### config.mk
export PLATFORM = sky130hd
export DESIGN_NAME = offchip_sram_spi
export DESIGN_NICKNAME = d
export VERILOG_FILES = /design/src/rtl/offchip_sram_spi.sv
export SDC_FILE = /design/constraint.sdc
export NUM_CORES = 1
export LEC_CHECK = 0
export CAP_MARGIN = 40
export CELL_PAD_IN_SITES_DETAIL_PLACEMENT = 0
export CELL_PAD_IN_SITES_GLOBAL_PLACEMENT = 1
export CORE_MARGIN = 2
export CORE_UTILIZATION = 45
export CTS_BUF_LIST = sky130_fd_sc_hd__clkbuf_16
export DETAILED_ROUTE_END_ITERATION = 12
export DONT_BUFFER_PORTS = 1
export PLACE_DENSITY = 0.79
export REMOVE_ABC_BUFFERS = 1
export SLEW_MARGIN = 25
export SYNTH_ARGS = -nofsm -noshare
export SYNTH_HDL_FRONTEND = slang
export SYNTH_SLANG_ARGS = --single-unit
### constraint.sdc
create_clock -name clk -period 3.6 [get_ports clk]
set_input_delay 0.72 -clock clk [delete_from_list [all_inputs] [get_ports clk]]
set_output_delay 0.72 -clock clk [all_outputs]
set_load 0.01 [all_outputs]
### src/rtl/offchip_sram_spi.sv
// offchip_sram_spi: single-word read/write responder for an external SPI serial
// SRAM (mode 0, sequential byte mode). Each request is one 48-bit frame:
// command byte, 24-bit byte address, then 16 data bits, all MSB first.
module offchip_sram_spi #(
    parameter int CLK_DIV = 1
) (
    input  logic        clk,
    input  logic        reset,
    input  logic        req_valid,
    input  logic        req_we,
    input  logic [15:0] req_addr,
    input  logic [15:0] req_wdata,
    output logic        ready,
    output logic [15:0] rdata,
    output logic        spi_cs_n,
    output logic        spi_sck,
    output logic        spi_mosi,
    input  logic        spi_miso
);

    // 48 bits need 96 SCK toggles; the data phase starts at toggle 64 (bit 15)
    localparam logic [6:0] LAST_TOG  = 7'd95;
    localparam logic [6:0] DATA_TOG  = 7'd64;
    localparam logic [7:0] DIV_LAST  = 8'(CLK_DIV - 1);

    typedef enum logic [1:0] {
        S_IDLE,
        S_SHIFT,
        S_DONE
    } state_t;

    state_t      r_state;
    state_t      w_next_state;

    logic [47:0] r_frame;
    logic [7:0]  r_div_cnt;
    logic [6:0]  r_tog_cnt;
    logic        r_sck;
    logic        r_cs_n;
    logic        r_mosi;
    logic        r_ready;
    logic        r_we;
    logic [15:0] r_rdata;
    logic [15:0] r_rx;

    logic        w_accept;
    logic        w_tick;
    logic        w_last_tog;
    logic [47:0] w_frame_init;

    // Reads still send 16 zero data bits so both directions share one frame length
    assign w_frame_init = {(req_we ? 8'h02 : 8'h03), 7'b0, req_addr, 1'b0,
                           (req_we ? req_wdata : 16'h0000)};
    assign w_accept     = (r_state == S_IDLE) && req_valid;
    assign w_tick       = (r_state == S_SHIFT) && (r_div_cnt == DIV_LAST);
    assign w_last_tog   = w_tick && (r_tog_cnt == LAST_TOG);

    assign ready    = r_ready;
    assign rdata    = r_rdata;
    assign spi_cs_n = r_cs_n;
    assign spi_sck  = r_sck;
    assign spi_mosi = r_mosi;

    // State register
    always_ff @(posedge clk or posedge reset) begin
        if (reset) begin
            r_state <= S_IDLE;
        end else begin
            r_state <= w_next_state;
        end
    end

    // Next-state logic: accept -> shift 96 toggles -> one release cycle
    always_comb begin
        w_next_state = r_state;
        case (r_state)
            S_IDLE:  if (w_accept) w_next_state = S_SHIFT;
            S_SHIFT: if (w_last_tog) w_next_state = S_DONE;
            S_DONE:  w_next_state = S_IDLE;
            default: w_next_state = S_IDLE;
        endcase
    end

    // Frame shifting, SCK generation, MISO capture and handshake outputs
    always_ff @(posedge clk or posedge reset) begin
        if (reset) begin
            r_frame   <= '0;
            r_div_cnt <= '0;
            r_tog_cnt <= '0;
            r_sck     <= 1'b0;
            r_cs_n    <= 1'b1;
            r_mosi    <= 1'b0;
            r_ready   <= 1'b1;
            r_we      <= 1'b0;
            r_rdata   <= '0;
            r_rx      <= '0;
        end else begin
            case (r_state)
                S_IDLE: begin
                    if (w_accept) begin
                        r_frame   <= w_frame_init;
                        r_we      <= req_we;
                        r_mosi    <= w_frame_init[47];
                        r_cs_n    <= 1'b0;
                        r_ready   <= 1'b0;
                        r_div_cnt <= '0;
                        r_tog_cnt <= '0;
                    end
                end
                S_SHIFT: begin
                    if (w_tick) begin
                        r_div_cnt <= '0;
                        r_tog_cnt <= r_tog_cnt + 7'd1;
                        r_sck     <= ~r_sck;
                        if (!r_sck) begin
                            // Rising edge: SRAM output is stable, sample it
                            if (r_tog_cnt >= DATA_TOG) begin
                                r_rx <= {r_rx[14:0], spi_miso};
                            end
                        end else begin
                            // Falling edge: present the next bit; zeros follow bit 0
                            r_frame <= {r_frame[46:0], 1'b0};
                            r_mosi  <= r_frame[46];
                        end
                    end else begin
                        r_div_cnt <= r_div_cnt + 8'd1;
                    end
                end
                S_DONE: begin
                    r_cs_n    <= 1'b1;
                    r_ready   <= 1'b1;
                    r_mosi    <= 1'b0;
                    r_tog_cnt <= '0;
                    if (!r_we) begin
                        r_rdata <= r_rx;
                    end
                end
                default: begin
                    r_cs_n  <= 1'b1;
                    r_ready <= 1'b1;
                end
            endcase
        end
    end

endmodule

==> results.toml <==
[status]
status = "finished clean"

[run]
max_cap_violations = 0

[placement]
numPortBuffers = 0
place_area_um2 = 4490
hpwl_mm = 5.23
place_ws_ns = 1.26
place_congestion = 0.732

[critical_path]
worst_setup_path_start_kind = "flop"
crit_type = "reg -> reg"
endpoint = "r_rx[2]"
cp_top_family = "simple AND/OR/NAND/NOR gates"
reg2reg_depth = 6
reg2reg_to = "r_rx[2]"
cp_data_required_time_ns = 3.83
timing.critical_path.cells = "inv_1, ha_1, nor3b_2, and3_1, nand3_4, mux2_4"
critPathLaunch = "r_div_cnt[0]"
slowest_delay_ns = 0.45
crit_buf_inv = 1
crit_fanout = 16
r2r-start = "r_div_cnt[0]"
critPathSlowestCell = "nor3b_2"
regToRegSetupSlack_ns = 1.22
cp_num_cells = 6
cp.arrival_ns = 2.61
cp-end-kind = "flop"

[timing]
slew_headroom = 0.617
hold_ws_ns = 0.138
drv_slew = 0
rsz0062_at_grt = "no"
fmax_mhz = 420
final.min_clock_period_ns = 2.38
finalCritPeriodShare = 0.662
finalSetupTns_ns = 0
setup_viol = 0
fin_ws_ns = 1.22
finClkSkew_ns = 0.00595
hold_viol = 0
tightest_slew_ns = 0.574

[routing]
drcViolationCount = 0
postRouteAntennaNets = 0
first_pass_iters = 4
wl_mm = 7.98
drt_iter0_drc = 134
dr_total_vias = 2732
wl_per_cell_um = 15.7
viasPerCell = 5.36

[pwr]
p_comb_frac = 0.153
intPower_uw = 2200
share_seq_of_total_power = 0.514
clockPowerShare = 0.333
p_per_area_nw_per_um2 = 633
irDropWorstVdd_mv = 0.312
swShare = 0.284
p_leak_uw = 0.00225
p_switching_uw = 871

[logic_synthesis]
synthArstFlopShare = 1.00
synth.most_common_cell = "dfrtp_1"
syn_area_um2 = 4350
syn_inst = 380
synth.lib_cells_used.distinct = 39
synth_top_area_frac = 0.570
synth_top_cell_by_area = "dfrtp_1"
yosysSeqAreaShare = 0.576
synth_edf_count = 0
synth_seq_cells = 100
synth_area_leaders = "dfrtp_1 57%, mux2_2 6.0%, o21ai_0 5.3%, nand2_1 4.1%, mux2i_1 3.9%"
ys.flop_type = "dfrtp_1"
synth_commonest_cells = "99 x dfrtp_1, 48 x nand2_1, 46 x o21ai_0, 23 x mux2_2, 21 x a21oi_1"
ys_warn_count = 0
syn_area_per_cell_um2 = 11.4

[clock_network]
path_clk_slew_ns = 0.07
cts_num_sinks = 100
clkLatencyLatePin_ns = 0.34
tritoncts = "yes"
postCtsHoldBufs = 0
clockRootBuffer = "clkbuf_16"
cts_setup_buffers = 0
cts.htree.levels = 3
ctsResizeCount = 0
clockBufferDepth = 2
cts_buffers = 9

[global_route]
antenna_found_initial = 0
grt_max_degree = 88
grt_pass1_wl_mm = 13.5
overflow = 0
grt_pass1_vias = 2689
grt_use_total = 0.166

[floorplanning]
die_area_um2 = 10500
rows = 35
start_util = 0.468
die_h_um = 102
ios = 57
die_width_um = 102
placeableCoreArea_um2 = 9280

[layout]
synthToLayoutAreaGrowth_pct = 11.5
drive_gt1_frac = 0.171
insertedDiodeCount = 0
final_nets = 416
fin_area_um2 = 4850

[worst_hold_path]
min_path_type = "in -> async"
==> registers in the layout (all words and copies together) (netlist names), 2 cells and up <==
register	cells
rdata	16
r_rx	16
r_frame	47
r_tog_cnt	7
r_div_cnt	8
r_state	2
==> cells in the final DEF (no fill, tap or decap), drive strengths merged, types with 5 or more instances in the layout <==
cell / count
nor2: 12
a22o: 14
nand2: 48
buf: 8
a31oi: 5
a21oi: 21
clkbuf: 9
and3: 18
mux2i: 17
mux2: 33
o21ai: 46
inv: 9
nand3: 8
dfrtp: 99
==> cell type report <==
class / count / area [um^2]
clock inverters: 7 / 92.6
multi-input cells: 251 / 1740
well taps: 129 / 161
repair buffers: 8 / 96.3
fillers: 841 / 4440
flip-flops and latches: 100 / 2500
inverters: 6 / 27.5
clock buffers: 9 / 225
==> worst min path at each step <==
stage	startpoint	to	slack (ns)	cells after the start
detailed placement	r_frame[23]	r_frame[23]	0.47	2
CTS	reset	r_div_cnt[6]	0.42	1
global placement	r_frame[9]	r_frame[9]	0.46	2
global route	reset	r_rx[9]	0.14	1
floorplan	r_frame[17]	r_frame[17]	0.45	2
finish	reset	r_rx[9]	0.14	1
==> logic make-up (layout without fill, tap and decap cells) <==
group / Yosys count / count (layout) / share of synthesized area
compound gates: 93 / 93 / 0.126
flops: 100 / 100 / 0.576
mux: 50 / 50 / 0.133
xor+xnor: 3 / 3 / 0.00605
simple gates: 102 / 102 / 0.120
buf+inv: 29 / 30 / 0.0299
fa+ha+maj: 3 / 3 / 0.00864
==> power by group through the flow <==
| stage | Clock (uW) | Combinational, uW | Sequential [uW] |
|---|---|---|---|
| 2_1_floorplan | 0 | 387 | 1540 |
| 3_3_place_gp | 0 | 455 | 1580 |
| 3_5_place_dp | 0 | 474 | 1590 |
| 4_1_cts | 1050 | 476 | 1580 |
| 5_1_grt | 1090 | 564 | 1610 |
| 6_report | 1020 | 470 | 1580 |
==> layer usage <==
layer	part of all wire	wire length [um]	global-route usage	vias up
met1	0.49	3880	0.246	1336
met2	0.45	3600	0.235	49
met5	0	0	0	-
met3	0.046	366	0.0410	11
li1	-	-	-	1336
met4	0.017	139	0.0677	0
==> through the flow <==
step | total power, uW | utilization | std cells
after floorplan | 1930 | - | 357
after detailed placement | 2070 | 0.484 | 492
after global routing | 3270 | 0.522 | 510
final | 3070 | 0.522 | 510
after global placement | 2040 | 0.480 | 490
after CTS | 3100 | 0.518 | 508
Power figures use the tool's default switching activity.
